===== config.mk =====
export PLATFORM = sky130hd
export DESIGN_NAME = cacheline_adapter_flat
export DESIGN_NICKNAME = d
export VERILOG_FILES = /design/src/rtl/cacheline_adapter_pkg.sv /design/src/rtl/cacheline_adapter_if.sv /design/src/rtl/cacheline_adapter.sv /design/src/flat_wrapper.sv
export SDC_FILE = /design/constraint.sdc
export NUM_CORES = 1
export LEC_CHECK = 0
export CAP_MARGIN = 0
export CORE_AREA = 2 2 277 279
export CTS_BUF_LIST = sky130_fd_sc_hd__clkbuf_8 sky130_fd_sc_hd__clkbuf_16
export CTS_CLUSTER_SIZE = 8
export DETAILED_ROUTE_END_ITERATION = 8
export DIE_AREA = 0 0 279 281
export PLACE_DENSITY = 0.59
export SKIP_CTS_REPAIR_TIMING = 1
export SYNTH_ARGS = -nofsm -noshare
export SYNTH_HDL_FRONTEND = slang
export SYNTH_SLANG_ARGS = --single-unit

===== constraint.sdc =====
create_clock -name clk -period 3.7 [get_ports clk]
set_input_delay 0.74 -clock clk [delete_from_list [all_inputs] [get_ports clk]]
set_output_delay 0.74 -clock clk [all_outputs]
set_load 0.01 [all_outputs]

===== src/rtl/cacheline_adapter_pkg.sv =====
// Shared constants, state encoding and helpers for the cache line adapter.
package cacheline_adapter_pkg;

  localparam int s_offset = 5;
  localparam int s_line   = 8 * (2 ** s_offset);
  localparam int s_burst  = 64;
  localparam int s_addr   = 32;
  localparam int beats    = s_line / s_burst;
  localparam int cnt_w    = $clog2(beats);

  typedef enum logic [1:0] {
    IDLE,
    FILL,
    WB,
    DONE
  } adapter_state_t;

  typedef logic [cnt_w-1:0] beat_cnt_t;

  localparam beat_cnt_t last_beat = beat_cnt_t'(beats - 1);

  // Clears the byte-offset bits so memory always sees a line-aligned address.
  function automatic logic [s_addr-1:0] line_align(input logic [s_addr-1:0] a);
    logic [s_addr-1:0] mask;
    mask = s_addr'((1 << s_offset) - 1);
    return a & ~mask;
  endfunction

endpackage


===== src/rtl/cacheline_adapter_if.sv =====
// Burst memory port between the adapter (master) and the memory (slave).
interface cacheline_adapter_if;
  import cacheline_adapter_pkg::*;

  logic [s_addr-1:0]  address_o;
  logic               read_o;
  logic               write_o;
  logic [s_burst-1:0] burst_o;
  logic [s_burst-1:0] burst_i;
  logic               resp_i;

  modport master (
    output address_o,
    output read_o,
    output write_o,
    output burst_o,
    input  burst_i,
    input  resp_i
  );

  modport slave (
    input  address_o,
    input  read_o,
    input  write_o,
    input  burst_o,
    output burst_i,
    output resp_i
  );

endinterface


===== src/rtl/cacheline_adapter.sv =====
// Cache line adapter: assembles memory bursts into full cache lines on fills
// and streams evicted lines out as bursts on writebacks. One transaction at a
// time; the requester sees a single-cycle resp_o when it completes.
module cacheline_adapter
  import cacheline_adapter_pkg::*;
(
  input  logic               clk,
  input  logic               rst,
  input  logic [s_addr-1:0]  address_i,
  input  logic               read_i,
  input  logic               write_i,
  input  logic [s_line-1:0]  line_i,
  output logic [s_line-1:0]  line_o,
  output logic               resp_o,
  cacheline_adapter_if.master mem
);

  adapter_state_t    state_q, state_d;
  beat_cnt_t         cnt_q, cnt_d;
  logic [s_addr-1:0] addr_q, addr_d;
  logic [s_line-1:0] wbLine_q, wbLine_d;
  logic [s_line-1:0] fillLine_q, fillLine_d;

  // State, beat counter, latched address and both line buffers; reset wipes all.
  always_ff @(posedge clk or negedge rst) begin
    if (!rst) begin
      state_q    <= IDLE;
      cnt_q      <= '0;
      addr_q     <= '0;
      wbLine_q   <= '0;
      fillLine_q <= '0;
    end else begin
      state_q    <= state_d;
      cnt_q      <= cnt_d;
      addr_q     <= addr_d;
      wbLine_q   <= wbLine_d;
      fillLine_q <= fillLine_d;
    end
  end

  // Next-state logic: accept in IDLE (writeback wins), count beats on resp_i.
  always_comb begin
    state_d    = state_q;
    cnt_d      = cnt_q;
    addr_d     = addr_q;
    wbLine_d   = wbLine_q;
    fillLine_d = fillLine_q;

    case (state_q)
      IDLE: begin
        cnt_d = '0;
        if (write_i) begin
          wbLine_d = line_i;
          addr_d   = line_align(address_i);
          state_d  = WB;
        end else if (read_i) begin
          addr_d  = line_align(address_i);
          state_d = FILL;
        end
      end

      FILL: begin
        if (mem.resp_i) begin
          fillLine_d[cnt_q*s_burst +: s_burst] = mem.burst_i;
          if (cnt_q == last_beat) begin
            cnt_d   = '0;
            state_d = DONE;
          end else begin
            cnt_d = cnt_q + 1'b1;
          end
        end
      end

      WB: begin
        if (mem.resp_i) begin
          if (cnt_q == last_beat) begin
            cnt_d   = '0;
            state_d = DONE;
          end else begin
            cnt_d = cnt_q + 1'b1;
          end
        end
      end

      DONE: begin
        state_d = IDLE;
      end

      default: begin
        state_d = IDLE;
        cnt_d   = '0;
      end
    endcase
  end

  // Outputs decoded from the registered state so they never glitch on inputs.
  always_comb begin
    mem.address_o = addr_q;
    mem.read_o    = (state_q == FILL);
    mem.write_o   = (state_q == WB);
    mem.burst_o   = '0;
    if (state_q == WB) begin
      mem.burst_o = wbLine_q[cnt_q*s_burst +: s_burst];
    end
    resp_o = (state_q == DONE);
    line_o = fillLine_q;
  end

  // The two burst strobes must never be asserted together.
  assert property (@(posedge clk) disable iff (!rst) !(mem.read_o && mem.write_o));

  // The completion pulse lasts exactly one cycle.
  assert property (@(posedge clk) disable iff (!rst) resp_o |=> !resp_o);

endmodule


===== src/flat_wrapper.sv =====
// flat-port wrapper written by rule: the top's interface ports become plain ports
module cacheline_adapter_flat import cacheline_adapter_pkg::*;
  (clk, rst, address_i, read_i, write_i, line_i, line_o, resp_o, mem_address_o, mem_read_o, mem_write_o, mem_burst_o, mem_burst_i, mem_resp_i);
  cacheline_adapter_if mem_i ();
  input  logic clk;
  input  logic rst;
  input  logic [s_addr-1:0] address_i;
  input  logic read_i;
  input  logic write_i;
  input  logic [s_line-1:0] line_i;
  output logic [s_line-1:0] line_o;
  output logic resp_o;
  output wire logic [$bits(mem_i.address_o)-1:0] mem_address_o;
  output wire logic [$bits(mem_i.read_o)-1:0] mem_read_o;
  output wire logic [$bits(mem_i.write_o)-1:0] mem_write_o;
  output wire logic [$bits(mem_i.burst_o)-1:0] mem_burst_o;
  input wire logic [$bits(mem_i.burst_i)-1:0] mem_burst_i;
  input wire logic [$bits(mem_i.resp_i)-1:0] mem_resp_i;
  assign mem_address_o = mem_i.address_o;
  assign mem_read_o = mem_i.read_o;
  assign mem_write_o = mem_i.write_o;
  assign mem_burst_o = mem_i.burst_o;
  assign mem_i.burst_i = mem_burst_i;
  assign mem_i.resp_i = mem_resp_i;
  cacheline_adapter u_core (.clk(clk), .rst(rst), .address_i(address_i), .read_i(read_i), .write_i(write_i), .line_i(line_i), .line_o(line_o), .resp_o(resp_o), .mem(mem_i));
endmodule

==> results of run 1 <==
==> registers in the layout, summed over array words and instances, names as in the netlist <==
name,flops
u_core.line_o,256
u_core.mem.address_o,27
u_core.state_q,2
u_core.wbLine_q,256
u_core.cnt_q,2
==> path summary, 6_finish.rpt <==
check | endpoint | slack, ns | depth (start not counted)
min in group clk | u_core.wbLine_q[224] | 0.50 | 1
max reg2reg | u_core.line_o[30] | 0.96 | 6
max in group asynchronous | u_core.line_o[75] | 2.39 | 2
max | mem_burst_o[1] | 0.17 | 4
min reg2reg | u_core.wbLine_q[224] | 0.50 | 1
min | u_core.wbLine_q[0] | 0.12 | 1
==> kinds of logic after synthesis <==
family	Yosys count
DFF	543
muxes	350
AOI/OAI and AO/OA	261
buffers and inverters	115
and+or+nand+nor	86
adders and majority gates	11
other	1
==> per-layer routing <==
metal / share of wire, % / GRT usage, % / wire length (µm)
met4: 2.7 / 5.69 / 1950
met1: 38 / 21.1 / 27800
met3: 10 / 7.78 / 7290
met2: 49 / 30.1 / 35600
met5: 0.19 / 0 / 141
==> power breakdown <==
part	switching [mW]	total [mW]	internal [mW]
clock	2.57	6.55	3.97
sequential	1.25	9.34	8.09
combinational	3.38	8.73	5.34
==> area by class of cell <==
type | instances | share of cell area, %
Multi-Input combinational cell | 713 | 23.9
Antenna cell | 6 | 0.0464
Timing Repair Buffer | 745 | 23.5
Clock buffer | 83 | 6.35
Sequential cell | 543 | 42.0
Tap cell | 978 | 3.78
Clock inverter | 11 | 0.410
Inverter | 6 | 0.0773
==> placed cells by master (no fill, tap or decap), drive strengths merged, types with 4 or more instances in the layout <==
cell type,count
mux2,285
buf,44
inv,12
mux4,64
a22o,255
nand3,4
and2,64
clkdlybuf4s50,700
diode,6
dfrtp,543
ha,11
nand2,6
clkbuf,84
clkinv,4
conb,5
==> through the flow <==
stage / power [mW] / util (%) / std cells / area [µm²] / TNS (ns)
2_1_floorplan: 14.0 / - / 1371 / 21900 / 0
3_3_place_gp: 18.0 / 39.9 / 2983 / 30100 / 0
3_5_place_dp: 18.2 / 39.9 / 2983 / 30100 / 0
4_1_cts: 24.9 / 42.8 / 3077 / 32300 / -0.253
5_1_grt: 26.0 / 42.9 / 3081 / 32400 / 0
6_report: 24.6 / 42.9 / 3085 / 32400 / 0
==> critical path: cells and delay by family, from the launching register on <==
family,cells,cell delay [ns]
simple gates,1,0.19
mux,1,0.61
buf+inv,2,0.76
flops,1,0.59
==> results.py, run 1 <==
metrics = {
    "global_routing": {
        "grt_first_pass_wirelength_um": 107000,
        "initial_antenna_violation_count": 14,
        "globalRouteTotalUtil_pct": 18.1,
        "first_global_vias": 16500,
        "grt_start_max_net_pins": 111,
        "grt_overflow_total": 0,
    },
    "critical_path": {
        "critPathLaunchType": "flip-flop",
        "timing.critical_path.from": "u_core.cnt_q[0]",
        "critical_path.endpoint_type": "primary output",
        "critical_path_arrival_ns": 2.79,
        "r2r-start": "u_core.cnt_q[1]",
        "critical_path_required_ns": 2.96,
        "timing.critical_path.cells": "buf_12, mux4_2, and2_1, clkdlybuf4s50_1",
        "crit_path_max_fanout": 28,
        "timing.critical_path.slowest_stage_cell": "sky130_fd_sc_hd__mux4_2",
        "path_class": "flip-flop to primary output",
        "cp_slowest_stage_delay_ns": 0.61,
    },
    "yosys": {
        "ys_seq_elements": 543,
        "yosys_warnings": 0,
        "post_synth_inst_count": 1367,
        "synth.lib_cells_used.distinct": 29,
        "synth_top_cell_by_area": "sky130_fd_sc_hd__dfrtp_1",
        "synth_simple_gate_area_share_pct": 2.66,
        "synth.yosys.seq_area_share_pct": 62.1,
        "synth.area.mux_share_pct": 21.3,
        "yosysTopAreaCellShare_pct": 62.1,
        "yosys.area_share.xor_xnor_pct": 0,
        "synthAdderAreaFrac_pct": 0.629,
        "synth-main-ff-cell": "sky130_fd_sc_hd__dfrtp_1",
        "async_reset_ff_share_pct": 100,
        "synth.top_cells.by_count": "sky130_fd_sc_hd__dfrtp_1 (543), sky130_fd_sc_hd__mux2_2 (285), sky130_fd_sc_hd__a22o_1 (255)",
        "synthesis.area_per_instance_um2": 16.0,
        "compound_gate_fraction_of_synth_area_pct": 10.4,
        "dominant_combinational_cell_family_by_area_after_synthesis": "multiplexers",
        "synth_top_cells_by_area": "sky130_fd_sc_hd__dfrtp_1 (62%), sky130_fd_sc_hd__mux2_2 (15%), sky130_fd_sc_hd__a22o_1 (10%)",
        "synth_area_um2": 21900,
        "yosysMostFrequentCell": "sky130_fd_sc_hd__dfrtp_1",
        "synth_enable_flop_cells": 0,
    },
    "run": {
        "max_cap_viol_count": 0,
    },
    "sta": {
        "postLayoutSetupSlackWorst_ns": 0.170,
        "finalHoldViolations": 0,
        "final.hold.worst_slack_ns": 0.124,
        "setup_violations": 0,
        "grt_setup_unrepaired": "no",
        "max_freq_ghz": 0.283,
        "worst_slew_pin_slew_ns": 0.940,
        "worst_slew_margin_rel_pct": 37.3,
        "clock_skew_ns": 0.0244,
        "finalMaxSlewViolations": 0,
        "period_share_pct": 95.4,
        "layout_min_cycle_time_ns": 3.53,
    },
    "placed_design": {
        "port_buffers": 701,
        "dp_worst_setup_slack_ns": 0.615,
        "dp_hpwl_um": 50400,
        "gp_congestion": 0.811,
    },
    "layout": {
        "fill_cells": 6812,
        "multiInputGateArea_um2": 7730,
        "layout.nets": 2456,
        "area.growth.synth_to_final_pct": 47.9,
        "seq_area_um2": 13600,
        "drive_gt1_share_pct": 23.9,
    },
    "worst_hold_path": {
        "timing.hold.worst.class": "input port to asynchronous set/reset pin",
    },
    "drt": {
        "vias_per_cell": 4.94,
        "drt-initial-drc-count": 821,
        "drc": 0,
        "wl_per_cell_um": 23.6,
        "totalWireLength_um": 72800,
        "detail-route-antenna-nets": 0,
        "first_pass_iters": 5,
        "detailroute.via_count": 15200,
    },
    "outcome": {
        "outcome": "complete, no violations",
    },
    "power_and_ir_drop": {
        "max-vdd-ir-drop_uv": 373,
        "power_per_cell_area_nw_per_um2": 760,
        "leakage_nw": 13.7,
    },
    "clock_network": {
        "clockRootBuffer": "sky130_fd_sc_hd__clkbuf_16",
        "cts_htree_levels": 3,
        "clk_pin_slew_worst_paths_ns": 0.05,
        "worstSkewPairLatency_ns": 0.60,
        "cts_inserted_buffers": 79,
        "numClockSinks": 543,
        "clock_path_buffers": 3,
        "cts_tree": "built",
    },
    "floorplan": {
        "std_cell_rows": 101,
        "y_dimension_of_the_die_um": 281,
        "floorplan.die_area_um2": 78400,
        "ios": 712,
        "core_area_um2": 75400,
        "initial_core_utilization_pct": 29.0,
        "chipWidth_um": 279,
    },
}
(Power assumes the default switching activity.)
==> run 2, diff against run 1 <==
--- a/config.mk
+++ b/config.mk
@@ -13,6 +13,7 @@
 export DIE_AREA = 0 0 279 281
 export PLACE_DENSITY = 0.59
 export SKIP_CTS_REPAIR_TIMING = 1
+export SLEW_MARGIN = 40
 export SYNTH_ARGS = -nofsm -noshare
 export SYNTH_HDL_FRONTEND = slang
 export SYNTH_SLANG_ARGS = --single-unit
==> results.py, run 2 (same netlist as run 1, synthesis figures left out) <==
metrics = {
    "clock_network": {
        "clk_pin_slew_worst_paths_ns": 0.05,
        "numClockSinks": 543,
        "cts_tree": "built",
        "cts_htree_levels": 3,
        "cts_inserted_buffers": 79,
        "clock_path_buffers": 3,
        "worstSkewPairLatency_ns": 0.61,
        "clockRootBuffer": "sky130_fd_sc_hd__clkbuf_16",
    },
    "run": {
        "max_cap_viol_count": 0,
    },
    "power_and_ir_drop": {
        "max-vdd-ir-drop_uv": 476,
        "leakage_nw": 13.7,
        "combinationalPowerShare_pct": 35.3,
        "power_per_cell_area_nw_per_um2": 762,
        "pwr-share-clk_pct": 26.8,
        "switching_share_pct": 29.1,
        "p_switching_mw": 7.16,
        "sequential_share_of_power_pct": 37.9,
        "power.total_mw": 24.6,
        "power.internal_mw": 17.5,
    },
    "drt": {
        "vias_per_cell": 4.93,
        "drc": 0,
        "first_pass_iters": 5,
        "detailroute.via_count": 15200,
        "wl_per_cell_um": 23.7,
        "detail-route-antenna-nets": 0,
        "drt-initial-drc-count": 722,
        "totalWireLength_um": 72700,
    },
    "critical_path": {
        "number_of_cells_traversed_by_the_worst_register_to_register_path": 6,
        "critPathLaunchType": "flip-flop",
        "crit_path_max_fanout": 39,
        "timing.critical_path.cells": "buf_16, mux4_2, and2_1, clkdlybuf4s50_1",
        "critical_path_arrival_ns": 2.81,
        "critical_path.endpoint_type": "primary output",
        "path_class": "flip-flop to primary output",
        "critical_path_required_ns": 2.96,
        "timing.critical_path.slowest_stage_cell": "sky130_fd_sc_hd__mux4_2",
        "cp_slowest_stage_delay_ns": 0.60,
    },
    "layout": {
        "multiInputGateArea_um2": 7730,
        "area.growth.synth_to_final_pct": 47.7,
        "finalNonFillerCells": 3074,
        "fin_util_pct": 42.8,
        "mostFrequentLayoutCells": "sky130_fd_sc_hd__clkdlybuf4s50_1 (700), sky130_fd_sc_hd__dfrtp_1 (541), sky130_fd_sc_hd__mux2_2 (285)",
        "layout.nets": 2455,
        "stdcell_area_um2": 32300,
        "mostFrequentLayoutCell": "sky130_fd_sc_hd__clkdlybuf4s50_1",
        "fill_cells": 6832,
        "drive_gt1_share_pct": 23.8,
        "seq_area_um2": 13600,
        "num_antenna_cells": 0,
    },
    "global_routing": {
        "first_global_vias": 16300,
        "grt_first_pass_wirelength_um": 107000,
        "grt_overflow_total": 0,
        "initial_antenna_violation_count": 13,
        "grt_start_max_net_pins": 111,
        "globalRouteTotalUtil_pct": 18.1,
    },
    "sta": {
        "setup_violations": 0,
        "clock_skew_ns": 0.0180,
        "worst_slew_margin_rel_pct": 47.8,
        "layout_min_cycle_time_ns": 3.55,
        "max_freq_ghz": 0.281,
        "totalNegativeSetupSlack_ns": 0,
        "finalHoldViolations": 0,
        "finalMaxSlewViolations": 0,
        "period_share_pct": 96.0,
        "grt_setup_unrepaired": "no",
        "worst_slew_pin_slew_ns": 0.783,
    },
    "floorplan": {
        "core_area_um2": 75400,
        "floorplan.die_area_um2": 78400,
        "initial_core_utilization_pct": 29.0,
        "y_dimension_of_the_die_um": 281,
        "chipWidth_um": 279,
        "ios": 712,
        "std_cell_rows": 101,
    },
    "placed_design": {
        "port_buffers": 701,
        "placedCellCount": 2983,
        "gp_congestion": 0.811,
        "dpl_cell_area_um2": 30100,
        "dp_hpwl_um": 50500,
    },
    "outcome": {
        "outcome": "complete, no violations",
    },
    "worst_hold_path": {
        "timing.hold.worst.class": "input port to asynchronous set/reset pin",
    },
}
run 2: layout make-up:
class                   count  share of cell area, %
clock buffers              82                   6.28
clock inverters             8                  0.422
inverters                   6                 0.0774
multi-input cells         713                   23.9
flip-flops and latches    543                   42.1
well taps                 978                   3.79
repair buffers            744                   23.4
run 2: metal layers:
layer / track usage (%) / wire length [µm]
met1: 20.9 / 27600
met2: 30.4 / 35600
met3: 7.58 / 7360
met4: 6.29 / 1980
met5: 0 / 153
run 2: critical path, delay by kind of cell, from the launching register on:
kind	cells	cell delay [ns]
mux	1	0.60
flops	1	0.54
simple gates	1	0.18
buf+inv	2	0.84
run 2: worst paths after layout:
kind / startpoint / to / slack, ns
setup / recovery: u_core.cnt_q[0] / mem_burst_o[24] / 0.15
hold / removal: rst / u_core.wbLine_q[15] / 0.13
setup reg to reg: u_core.cnt_q[1] / u_core.line_o[49] / 0.94
hold reg to reg: u_core.wbLine_q[133] / u_core.wbLine_q[133] / 0.49
max in group asynchronous: rst / u_core.line_o[10] / 2.38
min in group clk: u_core.wbLine_q[133] / u_core.wbLine_q[133] / 0.49
run 2: power groups by stage:
stage / Clock [mW] / Combinational [mW] / Sequential [mW]
after global placement: 0 / 8.63 / 9.33
after CTS: 6.79 / 8.80 / 9.37
after global routing: 7.04 / 9.31 / 9.57
final: 6.59 / 8.69 / 9.33
after detailed placement: 0 / 8.75 / 9.46
after floorplan: 0 / 4.80 / 9.22
run 2: stage by stage:
step / setup slack [ns] / hold slack [ns]
floorplan: 1.29 / 0.444
global placement: 0.610 / 0.475
detailed placement: 0.628 / 0.487
CTS: -0.0581 / 0.147
global route: 0.000617 / 0.155
finish: 0.147 / 0.126
==> run 3, diff against run 2 <==
--- a/config.mk
+++ b/config.mk
@@ -7,7 +7,6 @@
 export LEC_CHECK = 0
 export CAP_MARGIN = 0
 export CORE_AREA = 2 2 277 279
-export CTS_BUF_LIST = sky130_fd_sc_hd__clkbuf_8 sky130_fd_sc_hd__clkbuf_16
 export CTS_CLUSTER_SIZE = 8
 export DETAILED_ROUTE_END_ITERATION = 8
 export DIE_AREA = 0 0 279 281
==> results.py, run 3 (same netlist as run 1, synthesis figures left out) <==
metrics = {
    "sta": {
        "worst_slew_margin_rel_pct": 47.8,
        "clock_skew_ns": 0.0188,
        "finalHoldViolations": 0,
        "worst_slew_pin_slew_ns": 0.783,
        "finalMaxSlewViolations": 0,
        "layout_min_cycle_time_ns": 3.55,
        "grt_setup_unrepaired": "no",
        "max_freq_ghz": 0.281,
        "setup_violations": 0,
        "period_share_pct": 96.0,
        "final.hold.worst_slack_ns": 0.126,
    },
    "drt": {
        "first_pass_iters": 5,
        "detailroute.via_count": 15200,
        "totalWireLength_um": 72700,
        "wl_per_cell_um": 23.7,
        "detail-route-antenna-nets": 0,
        "vias_per_cell": 4.93,
        "drt-initial-drc-count": 722,
        "drc": 0,
    },
    "power_and_ir_drop": {
        "power.total_mw": 24.6,
        "pwr-share-clk_pct": 26.8,
        "switching_share_pct": 29.1,
        "sequential_share_of_power_pct": 37.9,
        "max-vdd-ir-drop_uv": 476,
        "combinationalPowerShare_pct": 35.3,
        "power_per_cell_area_nw_per_um2": 762,
        "p_switching_mw": 7.16,
        "leakage_nw": 13.7,
        "power.internal_mw": 17.5,
    },
    "global_routing": {
        "initial_antenna_violation_count": 13,
        "grt_first_pass_wirelength_um": 107000,
        "first_global_vias": 16300,
        "grt_overflow_total": 0,
        "grt_start_max_net_pins": 111,
        "globalRouteTotalUtil_pct": 18.1,
    },
    "placed_design": {
        "dp_hpwl_um": 50500,
        "dpl_cell_area_um2": 30100,
        "gp_congestion": 0.811,
        "port_buffers": 701,
    },
    "critical_path": {
        "number_of_cells_traversed_by_the_worst_register_to_register_path": 6,
        "r2r-start": "u_core.cnt_q[1]",
        "critPathLaunchType": "flip-flop",
        "setup.worst_path.end": "mem_burst_o[24]",
        "setup.reg_to_reg.worst_slack_ns": 0.94,
        "path_class": "flip-flop to primary output",
        "cp_slowest_stage_delay_ns": 0.60,
        "critical_path_arrival_ns": 2.81,
        "path_depth": 4,
        "crit_path_max_fanout": 39,
        "critical_path.endpoint_type": "primary output",
        "reg2reg_to": "u_core.line_o[49]",
        "cp.buffers_inverters": 2,
        "critical-path-top-delay-family": "buffers and inverters",
        "timing.critical_path.cells": "buf_16, mux4_2, and2_1, clkdlybuf4s50_1",
        "timing.critical_path.from": "u_core.cnt_q[0]",
        "timing.critical_path.slowest_stage_cell": "sky130_fd_sc_hd__mux4_2",
        "critical_path_required_ns": 2.96,
    },
    "worst_hold_path": {
        "timing.hold.worst.class": "input port to asynchronous set/reset pin",
    },
    "layout": {
        "mostFrequentLayoutCells": "sky130_fd_sc_hd__clkdlybuf4s50_1 (700), sky130_fd_sc_hd__dfrtp_1 (541), sky130_fd_sc_hd__mux2_2 (285)",
        "stdcell_area_um2": 32300,
        "multiInputGateArea_um2": 7730,
        "area.growth.synth_to_final_pct": 47.7,
        "drive_gt1_share_pct": 23.8,
        "seq_area_um2": 13600,
        "fill_cells": 6832,
        "mostFrequentLayoutCell": "sky130_fd_sc_hd__clkdlybuf4s50_1",
        "num_antenna_cells": 0,
        "layout.nets": 2455,
        "fin_util_pct": 42.8,
    },
    "floorplan": {
        "ios": 712,
        "initial_core_utilization_pct": 29.0,
        "std_cell_rows": 101,
        "floorplan.die_area_um2": 78400,
        "y_dimension_of_the_die_um": 281,
        "chipWidth_um": 279,
        "core_area_um2": 75400,
    },
    "clock_network": {
        "numClockSinks": 543,
        "clock_path_buffers": 3,
        "cts_htree_levels": 3,
        "clk_pin_slew_worst_paths_ns": 0.05,
        "cts_inserted_buffers": 79,
        "worstSkewPairLatency_ns": 0.61,
        "cts_tree": "built",
        "clockRootBuffer": "sky130_fd_sc_hd__clkbuf_16",
    },
    "outcome": {
        "outcome": "complete, no violations",
    },
    "run": {
        "max_cap_viol_count": 0,
    },
}
[run 3: changes by cell type in the layout (fill, tap and decap cells not counted)]
cell / change
sky130_fd_sc_hd__clkbuf_1: +1
sky130_fd_sc_hd__inv_1: -1
[run 3: power groups by stage]
stage / sequential (mW) / clock [mW] / combinational, mW
2_1_floorplan: 9.22 / 0 / 4.80
3_3_place_gp: 9.33 / 0 / 8.63
3_5_place_dp: 9.46 / 0 / 8.75
4_1_cts: 9.37 / 6.79 / 8.80
5_1_grt: 9.57 / 7.04 / 9.31
6_report: 9.33 / 6.59 / 8.69
[run 3: through the flow]
stage | setup TNS (ns) | std cells | setup WS [ns]
after floorplan | 0 | 1371 | 1.29
after global placement | 0 | 2983 | 0.610
after detailed placement | 0 | 2983 | 0.628
after CTS | -0.258 | 3073 | -0.0581
after global routing | 0 | 3074 | 0.000617
final | 0 | 3074 | 0.147
[run 3: cell type report]
type | count | share of cell area [%]
clock inverter | 7 | 0.410
sequential | 543 | 42.1
tap | 978 | 3.79
inverter | 6 | 0.0774
multi-input combinational | 713 | 23.9
clock buffer | 83 | 6.29
timing repair buffer | 744 | 23.4
[run 3: how the worst min path moves through the flow]
stage,from,end,cells after the start
3_3_place_gp,u_core.line_o[157],u_core.line_o[157],1
3_5_place_dp,u_core.wbLine_q[133],u_core.wbLine_q[133],1
2_1_floorplan,rst,u_core.cnt_q[0],0
5_1_grt,rst,u_core.wbLine_q[15],1
6_report,rst,u_core.wbLine_q[15],1
4_1_cts,rst,u_core.wbLine_q[0],1
[run 3: routing by layer]
metal / part of all wire, % / vias to the layer above / GRT usage (%) / wire length [µm]
met5: 0.21 / - / 0 / 153
met4: 2.7 / 24 / 6.29 / 1980
met3: 10 / 138 / 7.58 / 7360
met2: 49 / 652 / 30.4 / 35600
met1: 38 / 7797 / 20.9 / 27600
li1: - / 6540 / - / -
